## src/rtl/bist_pkg.sv

```systemverilog
// Shared constants for the BIST wrapper: FSM encodings, output bundle and generator/compactor seeds.
// The BIST_SETTLE_EN macro adds the SETTLE state decode.
package bist_pkg;

    localparam int DEFAULT_SIG_W = 16;
    localparam int SETTLE_CYC    = 2;

    localparam logic [15:0] LFSR_SEED = 16'hACE1;
    localparam logic [15:0] MISR_SEED = 16'h0000;

    localparam logic [2:0] ST_IDLE    = 3'd0;
    localparam logic [2:0] ST_INIT    = 3'd1;
    localparam logic [2:0] ST_RUN     = 3'd2;
    localparam logic [2:0] ST_SETTLE  = 3'd3;
    localparam logic [2:0] ST_COMPARE = 3'd4;
    localparam logic [2:0] ST_DONE    = 3'd5;

    typedef struct packed {
        logic test_mode;
        logic cut_rst;
        logic lfsr_init;
        logic lfsr_en;
        logic misr_init;
        logic misr_en;
    } ctrl_t;

    // Strobe pattern that goes with each state; registered by the controller.
    function automatic ctrl_t state_ctrl(input logic [2:0] st);
        ctrl_t c;
        c = '0;
        case (st)
            ST_INIT: begin
                c.test_mode = 1'b1;
                c.cut_rst   = 1'b1;
                c.lfsr_init = 1'b1;
                c.misr_init = 1'b1;
            end
            ST_RUN: begin
                c.test_mode = 1'b1;
                c.lfsr_en   = 1'b1;
                c.misr_en   = 1'b1;
            end
`ifdef BIST_SETTLE_EN
            ST_SETTLE: begin
                c.test_mode = 1'b1;
                c.misr_en   = 1'b1;
            end
`endif
            ST_COMPARE: c.test_mode = 1'b1;
            default:    c = '0;
        endcase
        return c;
    endfunction

endpackage

```

## src/rtl/bist_controller_if.sv

```systemverilog
// Control/status bundle between the BIST controller and the wrapper top level.
interface bist_controller_if #(
    parameter int SIG_W = bist_pkg::DEFAULT_SIG_W
);
    logic             bist_start;
    logic [SIG_W-1:0] signature;
    logic             test_mode;
    logic             cut_rst;
    logic             lfsr_init;
    logic             lfsr_en;
    logic             misr_init;
    logic             misr_en;
    logic             bist_end;
    logic             pass_fail;

    modport master (
        output bist_start, signature,
        input  test_mode, cut_rst, lfsr_init, lfsr_en, misr_init, misr_en, bist_end, pass_fail
    );

    modport slave (
        input  bist_start, signature,
        output test_mode, cut_rst, lfsr_init, lfsr_en, misr_init, misr_en, bist_end, pass_fail
    );
endinterface

```

## src/rtl/bist_edge_det.sv

```systemverilog
// Rising-edge detector for level strobes; a level already high when reset releases is not an edge.
module bist_edge_det (
    input  logic clk,
    input  logic rst_n,
    input  logic sig_i,
    output logic go_o
);
    logic sig_q;
    logic armed_q;

    // NOTE: sequential state uses non-blocking assignments so every flop samples pre-edge values.
    always_ff @(posedge clk or negedge rst_n) begin
        if (!rst_n) begin
            sig_q   <= 1'b0;
            armed_q <= 1'b0;
        end else begin
            sig_q   <= sig_i;
            armed_q <= armed_q | ~sig_i;
        end
    end

    assign go_o = sig_i & ~sig_q & armed_q;

endmodule

```

## src/rtl/bist_controller.sv

```systemverilog
// BIST sequencer: INIT -> RUN (N_PATTERNS) -> [SETTLE] -> COMPARE -> DONE with registered strobes.
// Define BIST_SETTLE_EN to flush the CUT pipeline into the MISR before the compare.
module bist_controller
    import bist_pkg::*;
#(
    parameter int               N_PATTERNS = 200,
    parameter int               CNT_W      = 8,
    parameter int               SIG_W      = DEFAULT_SIG_W,
    parameter logic [SIG_W-1:0] GOLDEN_SIG = '0
) (
    input  logic          CLK,
    input  logic          RST_N,
    bist_controller_if.slave bus
);
    localparam logic [CNT_W-1:0] RUN_LAST = CNT_W'(N_PATTERNS - 1);
`ifdef BIST_SETTLE_EN
    localparam logic [CNT_W-1:0] SETTLE_LAST = CNT_W'(SETTLE_CYC - 1);
`endif

    logic [2:0]       state_q, state_d;
    logic [CNT_W-1:0] cnt_q, cnt_d;
    ctrl_t            ctrl_q, ctrl_d;
    logic             end_q, end_d;
    logic             pf_q, pf_d;
    logic             go;
    logic [CNT_W-1:0] cnt_inc;

    bist_edge_det u_start_edge (
        .clk   (CLK),
        .rst_n (RST_N),
        .sig_i (bus.bist_start),
        .go_o  (go)
    );

    assign cnt_inc = (cnt_q == {CNT_W{1'b1}}) ? cnt_q : cnt_q + CNT_W'(1);

    // NOTE: every always_comb output gets a default first so no path leaves a latch behind.
    always_comb begin
        state_d = state_q;
        cnt_d   = cnt_q;
        end_d   = end_q;
        pf_d    = pf_q;
        case (state_q)
            ST_IDLE: begin
                if (go) begin
                    state_d = ST_INIT;
                    end_d   = 1'b0;
                    pf_d    = 1'b0;
                end
            end
            ST_INIT: begin
                state_d = ST_RUN;
                cnt_d   = '0;
            end
            ST_RUN: begin
                if (cnt_q == RUN_LAST) begin
                    cnt_d = '0;
`ifdef BIST_SETTLE_EN
                    state_d = ST_SETTLE;
`else
                    state_d = ST_COMPARE;
`endif
                end else begin
                    cnt_d = cnt_inc;
                end
            end
`ifdef BIST_SETTLE_EN
            ST_SETTLE: begin
                if (cnt_q == SETTLE_LAST) begin
                    cnt_d   = '0;
                    state_d = ST_COMPARE;
                end else begin
                    cnt_d = cnt_inc;
                end
            end
`endif
            ST_COMPARE: begin
                state_d = ST_DONE;
                end_d   = 1'b1;
                pf_d    = (bus.signature == GOLDEN_SIG);
            end
            ST_DONE: begin
                // A fresh edge while results are shown restarts; holding the request does not.
                if (go) begin
                    state_d = ST_INIT;
                    end_d   = 1'b0;
                    pf_d    = 1'b0;
                end else if (!bus.bist_start) begin
                    state_d = ST_IDLE;
                end
            end
            default: state_d = ST_IDLE;
        endcase
        ctrl_d = state_ctrl(state_d);
    end

    // NOTE: only control flops live here, so all of them take the async reset.
    always_ff @(posedge CLK or negedge RST_N) begin
        if (!RST_N) begin
            state_q <= ST_IDLE;
            cnt_q   <= '0;
            ctrl_q  <= '0;
            end_q   <= 1'b0;
            pf_q    <= 1'b0;
        end else begin
            state_q <= state_d;
            cnt_q   <= cnt_d;
            ctrl_q  <= ctrl_d;
            end_q   <= end_d;
            pf_q    <= pf_d;
        end
    end

    assign bus.test_mode = ctrl_q.test_mode;
    assign bus.cut_rst   = ctrl_q.cut_rst;
    assign bus.lfsr_init = ctrl_q.lfsr_init;
    assign bus.lfsr_en   = ctrl_q.lfsr_en;
    assign bus.misr_init = ctrl_q.misr_init;
    assign bus.misr_en   = ctrl_q.misr_en;
    assign bus.bist_end  = end_q;
    assign bus.pass_fail = pf_q;

endmodule
```

## src/flat_wrapper.sv

```systemverilog
// flat-port wrapper written by rule: the top's interface ports become plain ports
module bist_controller_flat import bist_pkg::*;
#(
    parameter int               N_PATTERNS = 200,
    parameter int               CNT_W      = 8,
    parameter int               SIG_W      = DEFAULT_SIG_W,
    parameter logic [SIG_W-1:0] GOLDEN_SIG = '0
)
  (CLK, RST_N, bus_bist_start, bus_signature, bus_test_mode, bus_cut_rst, bus_lfsr_init, bus_lfsr_en, bus_misr_init, bus_misr_en, bus_bist_end, bus_pass_fail);
  bist_controller_if #(.SIG_W(SIG_W)) bus_i ();
  input  logic CLK;
  input  logic RST_N;
  input wire logic [$bits(bus_i.bist_start)-1:0] bus_bist_start;
  input wire logic [$bits(bus_i.signature)-1:0] bus_signature;
  output wire logic [$bits(bus_i.test_mode)-1:0] bus_test_mode;
  output wire logic [$bits(bus_i.cut_rst)-1:0] bus_cut_rst;
  output wire logic [$bits(bus_i.lfsr_init)-1:0] bus_lfsr_init;
  output wire logic [$bits(bus_i.lfsr_en)-1:0] bus_lfsr_en;
  output wire logic [$bits(bus_i.misr_init)-1:0] bus_misr_init;
  output wire logic [$bits(bus_i.misr_en)-1:0] bus_misr_en;
  output wire logic [$bits(bus_i.bist_end)-1:0] bus_bist_end;
  output wire logic [$bits(bus_i.pass_fail)-1:0] bus_pass_fail;
  assign bus_i.bist_start = bus_bist_start;
  assign bus_i.signature = bus_signature;
  assign bus_test_mode = bus_i.test_mode;
  assign bus_cut_rst = bus_i.cut_rst;
  assign bus_lfsr_init = bus_i.lfsr_init;
  assign bus_lfsr_en = bus_i.lfsr_en;
  assign bus_misr_init = bus_i.misr_init;
  assign bus_misr_en = bus_i.misr_en;
  assign bus_bist_end = bus_i.bist_end;
  assign bus_pass_fail = bus_i.pass_fail;
  bist_controller #(.N_PATTERNS(N_PATTERNS), .CNT_W(CNT_W), .SIG_W(SIG_W), .GOLDEN_SIG(GOLDEN_SIG)) u_core (.CLK(CLK), .RST_N(RST_N), .bus(bus_i));
endmodule
```

## config.mk

```make
export PLATFORM = sky130hd
export DESIGN_NAME = bist_controller_flat
export DESIGN_NICKNAME = d
export VERILOG_FILES = /design/src/rtl/bist_pkg.sv /design/src/rtl/bist_controller_if.sv /design/src/rtl/bist_edge_det.sv /design/src/rtl/bist_controller.sv /design/src/flat_wrapper.sv
export SDC_FILE = /design/constraint.sdc
export NUM_CORES = 1
export LEC_CHECK = 0
export BUFFER_PORTS_ARGS = -buffer_cell sky130_fd_sc_hd__buf_2
export CAP_MARGIN = 10
export CORE_MARGIN = 2
export CORE_UTILIZATION = 45
export CTS_CLUSTER_DIAMETER = 200
export DETAILED_ROUTE_END_ITERATION = 10
export GPL_TIMING_DRIVEN = 0
export PLACE_DENSITY_LB_ADDON = 0.08
export SLEW_MARGIN = 25
export SYNTH_ARGS = -nofsm -noshare
export SYNTH_HDL_FRONTEND = slang
export SYNTH_SLANG_ARGS = --single-unit
```

## constraint.sdc

```tcl
create_clock -name CLK -period 3.7 [get_ports CLK]
set_input_delay 0.37 -clock CLK [delete_from_list [all_inputs] [get_ports CLK]]
set_output_delay 0.37 -clock CLK [all_outputs]
set_load 0.005 [all_outputs]
```

==> summary.txt, run 1 <==
Synthesis
  • #FFs+latches synth: 18
  • Synth Cell Area: 927 µm²
  • Number of synthesized flops with an enable pin: 0
  • Largest cells by area after synthesis: dfrtp_1 49%, o21ai_0 4.9%, a31oi_1 2.7%
  • Synth Net Count: 113
  • Area leader, netlist: dfrtp_1
  • Synth cell types: 36
  • Avg Cell Area, Syn: 9.97 µm²
  • Yosys top cell area share: 48.6%
  • Synth Flop Type: dfrtp_1
  • Yosys warnings: 0
  • Post-synthesis cell count: between 90 and 100
  • Share of flip-flops with an asynchronous set or reset: 100%
  • Sequential area share after synthesis: 48.6%

Floorplanning
  • Ports: 27
  • Die area: 2440 µm²
  • Die width: 49.4 µm
  • Die height: 49.4 µm
  • Row count: 16
  • Core area: 1960 µm²
  • Starting Density: 47.3%

Power and ir drop
  • PwrDens: 487 nW/µm²
  • Lkg Pwr: about 0.57 nW
  • Peak supply drop: roughly 0.24 mV
  • Final Power: 0.542 mW

Global routing
  • Total congestion overflow: 0
  • Met3 Usage GRT: between 2 and 3%
  • Met2 usage: 27.9%
  • Tot GR Track Use: 16.8%
  • Initial antenna violation count: 0
  • First-pass GRT wire length: approximately 3200 µm
  • Vias in the first global route: between 700 and 800
  • Met1 Usage GRT: 21.8%
  • Pin count of the biggest net entering global routing: 19
  • Grt peak-use layer: met2

Worst setup path
  • Crit path kind: flip-flop to flip-flop
  • Setup crit end kind: flip-flop
  • Critical-path maximum fanout: 8
  • Worst setup SP type: flip-flop
  • R2R cell count: 5
  • R2R Path Start: u_core.cnt_q[0]
  • CP required: approximately 3.9 ns
  • FF-to-FF End: u_core.cnt_q[0]
  • Critical path, cell by cell: ha_1 > and4_1 > a211o_1 > nor2_1 > mux2_2
  • Crit-path max cell delay: 0.40 ns
  • Crit-path slowest cell: dfrtp_1
  • Worst EP arrival: 1.91 ns
  • Worst setup path start: u_core.cnt_q[0]
  • Worst R2R Setup Slack: 1.96 ns

Timing
  • Worst hold slack: 0.000871 ns
  • Fmax: 0.575 GHz
  • Relative slew slack: between 50 and 60%
  • TNS Setup: 0 ns
  • Post-route minimum period: 1.74 ns
  • Final setup violation count: 0
  • RSZ-0062 raised after global routing: false
  • Max-slew violation count: 0
  • Clock Skew: 0.00135 ns
  • Final hold violations: 0
  • Part of the cycle the worst path needs: 47.0%
  • Tightest Pin Transition: 0.668 ns

Status
  • Outcome: complete, no violations

Cells and area
  • Share of cells above drive strength 1: 31.1%
  • Ant. Diodes: 0
  • Commonest non-fill, non-tap cell in the layout: buf_2
  • Post-route insts no fill: 149
  • Commonest non-fill, non-tap cells in the layout: 28 x buf_2, 18 x dfrtp_1, 9 x o21ai_0
  • FILL cells: 190
  • Final #Nets: 144
  • Area growth, synth to finish: 20.1%
  • Final core utilization: a little under three fifths

Clock network
  • Skew-Pair Late Insertion Delay: 0.28 ns
  • Setup bufs post-CTS: 0
  • H-tree levels: 1
  • Clk pin slew, worst setup/hold paths: 0.09 ns
  • Clock Tree Buf Depth: 2
  • CTS Buf Count: 3
  • Hold-fix buffer count after cts: 0
  • Sink Count: 18
  • Post-cts repair resize count: 0
  • Root buffer cell: clkbuf_4
  • TritonCTS clock tree: done

Routing
  • Vias/cell: 5.34
  • WL per Instance: around 12 µm
  • Final WL: 1820 µm
  • Iter 0 DRT Violations: 9
  • Drt first pass iters: 4
  • Via count: 796
  • ANT nets after route: 0
  • # DRC: 0

Min path
  • Min-delay worst type: input port to asynchronous set/reset pin

Place
  • Hpwl dp: 1390 µm
  • Port bufs: 26
  • Gpl congestion: approximately 0.76
  • Placed Cells: 146

Job
  • Max-cap violations: 0
report_power, final:
| part | internal [mW] | switching, mW |
|---|---|---|
| clock network | 0.0377 | 0.0533 |
| logic | 0.0993 | 0.105 |
| registers | 0.226 | 0.0212 |
| total | 0.363 | 0.179 |
per-layer routing:
metal / wire length, µm / share of wire [%]
met1: 854 / 47
met2: 896 / 49
met3: 51 / 2.8
met4: 15 / 0.83
met5: 0 / 0
state kept, by name (all words and copies together), names as in the netlist:
register	flops
u_core.cnt_q	8
u_core.state_q	3
u_core.bus.bist_end	1
u_core.bus.cut_rst	1
u_core.bus.lfsr_en	1
u_core.bus.pass_fail	1
u_core.bus.test_mode	1
u_core.u_start_edge.armed_q	1
u_core.u_start_edge.sig_q	1
area by class of cell:
type / count / area (µm²) / area share [%]
flip-flops and latches: 18 / 450 / 40.4
multi-input cells: 63 / 410 / 36.9
repair buffers: 26 / 130 / 11.7
plain buffers: 8 / 51.3 / 4.61
well taps: 27 / 33.8 / 3.03
clock buffers: 3 / 22.5 / 2.02
inverters: 4 / 15.0 / 1.35
cells in the mapped netlist (2+ instances only):
cell / count
dfrtp_1: 18
o21ai_0: 9
nor2_1: 6
a31oi_1: 4
inv_1: 4
nand2b_1: 4
nor4_1: 4
a21oi_1: 3
buf_4: 3
nand2_1: 3
nand3_1: 3
a31o_1: 2
a41oi_1: 2
and3_1: 2
buf_2: 2
clkbuf_1: 2
nand3b_1: 2
o31ai_1: 2
worst max-delay path: cells and delay by family, from the launching register on:
kind	cells	cell delay, ns
multiplexers	1	0.26
adder cells (fa/ha/maj)	1	0.31
AO/OA/AOI/OAI	1	0.28
flip-flops	1	0.40
AND/OR/NAND/NOR	2	0.39
worst max-delay path by stage:
stage                            to  slack, ns  cells after the start
finish              u_core.cnt_q[0]       1.96                      5
global route        u_core.cnt_q[0]       1.84                      5
CTS                 u_core.cnt_q[0]       1.99                      5
detailed placement  u_core.cnt_q[0]       1.99                      5
global placement    u_core.cnt_q[3]       2.03                      5
floorplan           u_core.cnt_q[6]       2.13                      6
stage by stage:
stage	worst slack (ns)	instance area, µm²
CTS	1.99	1110
global route	1.84	1110
global placement	2.03	1090
floorplan	2.13	927
finish	1.96	1110
detailed placement	1.99	1090
cell families (layout without fill, tap and decap cells):
| family | after synthesis | after routing | share of synthesized area [%] |
|---|---|---|---|
| compound gates | 28 | 28 | 20.5 |
| mux | 1 | 1 | 1.21 |
| flops | 18 | 18 | 48.6 |
| xor+xnor | 2 | 2 | 1.89 |
| buf+inv | 12 | 41 | 7.15 |
| simple gates | 31 | 31 | 19.3 |
| fa+ha+maj | 1 | 1 | 1.35 |
No activity file was read; power rests on OpenSTA's default activity.
==> inputs of run 2 (changes only) <==
==> constraint.sdc (replaced) <==
create_clock -name CLK -period 1.74 [get_ports CLK]
set_input_delay 0.174 -clock CLK [delete_from_list [all_inputs] [get_ports CLK]]
set_output_delay 0.174 -clock CLK [all_outputs]
set_load 0.005 [all_outputs]
==> summary.txt, run 2 (synthesis gave the netlist of run 1 again) <==
Clock network
  • Clock Tree Buf Depth: 2 (unchanged)
  • H-tree levels: 1 (unchanged)
  • TritonCTS clock tree: done
  • Setup bufs post-CTS: 0 (unchanged)
  • Clk pin slew, worst setup/hold paths: 0.09 ns (about the same)
  • CTS Buf Count: 3 (unchanged)
  • Skew-Pair Late Insertion Delay: 0.28 ns (about the same)
  • Root buffer cell: clkbuf_4
  • Sink Count: 18 (unchanged)

Routing
  • Iter 0 DRT Violations: 13 (+4)
  • ANT nets after route: 0 (unchanged)
  • Final WL: 1820 µm (+0.28%)
  • Via count: 817 (+2.6%)
  • WL per Instance: 12.2 µm (+0.28%)
  • Drt first pass iters: 4 (unchanged)
  • Vias/cell: 5.48 (+2.6%)
  • # DRC: 0 (unchanged)

Min path
  • Worst hold start: bus_bist_start
  • Min-delay worst type: input port to flip-flop
  • Worst Hold Path EP: u_core.u_start_edge.sig_q
  • WHS Path Cells: 1

Power and ir drop
  • Final Power: 1.16 mW (+110%)
  • Peak supply drop: 0.487 mV (+110%)
  • PwrDens: 1030 nW/µm² (+110%)
  • Lkg Pwr: 0.569 nW (about the same)

Worst setup path
  • Worst R2R Setup Slack: 0.07 ns (-1.89 ns)
  • Buffer and inverter count on the worst path: 2 (+2)
  • Setup crit end kind: flip-flop
  • R2R cell count: 6 (+1)
  • Family with the most delay on the worst path: compound AO/OA/AOI/OAI gates
  • CP required: 1.94 ns (-1.93 ns)
  • Critical path, cell by cell: buf_6 > or3b_1 > buf_2 > a21o_4 > a31o_1 > a31oi_1
  • Crit path kind: flip-flop to flip-flop
  • Critical-path maximum fanout: 10 (+2)
  • Crit-path max cell delay: 0.38 ns (-0.02 ns)
  • Worst setup SP type: flip-flop
  • Crit-path slowest cell: dfrtp_1
  • R2R Path Start: u_core.state_q[2]
  • Worst EP arrival: 1.87 ns (-0.04 ns)
  • FF-to-FF End: u_core.cnt_q[6]

Global routing
  • Vias in the first global route: 759 (+1.2%)
  • Total congestion overflow: 0 (unchanged)
  • Pin count of the biggest net entering global routing: 19 (unchanged)
  • Tot GR Track Use: 17.0% (+0.13 points)
  • Initial antenna violation count: 0 (unchanged)
  • First-pass GRT wire length: 3210 µm (+0.88%)

Floorplanning
  • Starting Density: 47.3% (unchanged)
  • Die area: 2440 µm² (unchanged)
  • Die height: 49.4 µm (unchanged)
  • Row count: 16 (unchanged)
  • Core area: 1960 µm² (unchanged)
  • Ports: 27 (unchanged)
  • Die width: 49.4 µm (unchanged)

Timing
  • Final setup violation count: 0 (unchanged)
  • Post-route minimum period: 1.67 ns (-0.0684 ns)
  • Final hold violations: 0 (unchanged)
  • Tightest Pin Transition: 0.660 ns (-0.00723 ns)
  • RSZ-0062 raised after global routing: false
  • Fmax: 0.598 GHz (+4.1%)
  • Part of the cycle the worst path needs: 96.1% (+49 points)
  • TNS Setup: 0 ns (unchanged)
  • Max-slew violation count: 0 (unchanged)
  • Clock Skew: 0.00105 ns (-0.000302 ns)
  • Worst hold slack: 0.0452 ns (+0.0444 ns)
  • Relative slew slack: 55.9% (+0.48 points)

Cells and area
  • Commonest non-fill, non-tap cells in the layout: 28 x buf_2, 18 x dfrtp_1, 9 x o21ai_0
  • Commonest non-fill, non-tap cell in the layout: buf_2
  • Ant. Diodes: 0 (unchanged)
  • Top flop regs: u_core.cnt_q: 8 flops, u_core.state_q: 3 flops
  • Area growth, synth to finish: 21.2%
  • Final #Nets: 144 (unchanged)
  • Largest register by flop count: u_core.cnt_q
  • Share of cells above drive strength 1: 32.8% (+1.6 points)
  • Max reg flops: 8 (unchanged)

Job
  • Max-cap violations: 0 (unchanged)

Place
  • Gpl congestion: 0.756 (unchanged)
  • Hpwl dp: 1390 µm (unchanged)
  • Port bufs: 26 (unchanged)

Status
  • Outcome: complete, no violations
## run 2: changes by cell type in the layout (fill, tap and decap cells not counted), sizes merged
| cell | previous run | this run |
|---|---|---|
| clkbuf | 5 | 4 |
| dlygate4sd3 | 0 | 1 |
## run 2: cell type report
cell class	instances	area, µm²
buffer	7	47.5
clock buffer	3	22.5
fill	190	838
inverter	4	15.0
multi-input combinational	63	414
sequential	18	450
tap	27	33.8
timing repair buffer	27	140
## run 2: worst max-delay path by stage
stage / to / from / slack, ns / cells past startpoint
2_1_floorplan: u_core.cnt_q[6] / u_core.state_q[2] / 0.17 / 6
3_3_place_gp: u_core.cnt_q[3] / u_core.cnt_q[0] / 0.07 / 5
3_5_place_dp: u_core.cnt_q[0] / u_core.cnt_q[0] / 0.03 / 5
4_1_cts: u_core.cnt_q[0] / u_core.cnt_q[0] / 0.03 / 5
5_1_grt: u_core.cnt_q[6] / u_core.state_q[2] / 0.003 / 6
6_report: u_core.cnt_q[6] / u_core.state_q[2] / 0.07 / 6
## run 2: stage by stage
stage	instance area, µm²	utilization (%)	setup slack (ns)	std cells
2_1_floorplan	927	-	0.173	93
3_3_place_gp	1090	55.6	0.0677	146
3_5_place_dp	1090	55.6	0.0313	146
4_1_cts	1120	57.3	0.0257	150
5_1_grt	1120	57.3	0.00256	149
6_report	1120	57.3	0.0684	149
## run 2: power by group
part / total, mW / switching [mW] / internal, mW
registers: 0.538 / 0.0571 / 0.481
clock network: 0.194 / 0.114 / 0.0802
logic: 0.425 / 0.211 / 0.214
## run 2: layer usage
layer / track usage [%] / part of all wire (%) / up-vias
met4: 6.94 / 0.82 / 0
li1: - / - / 404
met2: 28.4 / 48 / 19
met1: 21.8 / 47 / 392
met3: 2.76 / 4.0 / 2
met5: 0 / 0 / -
## run 2: repair_timing
item,CTS,global route
hold buffers,1,0
gates resized for setup,0,2
endpoints found under the setup margin,0,7
hold endpoints to repair,18,0
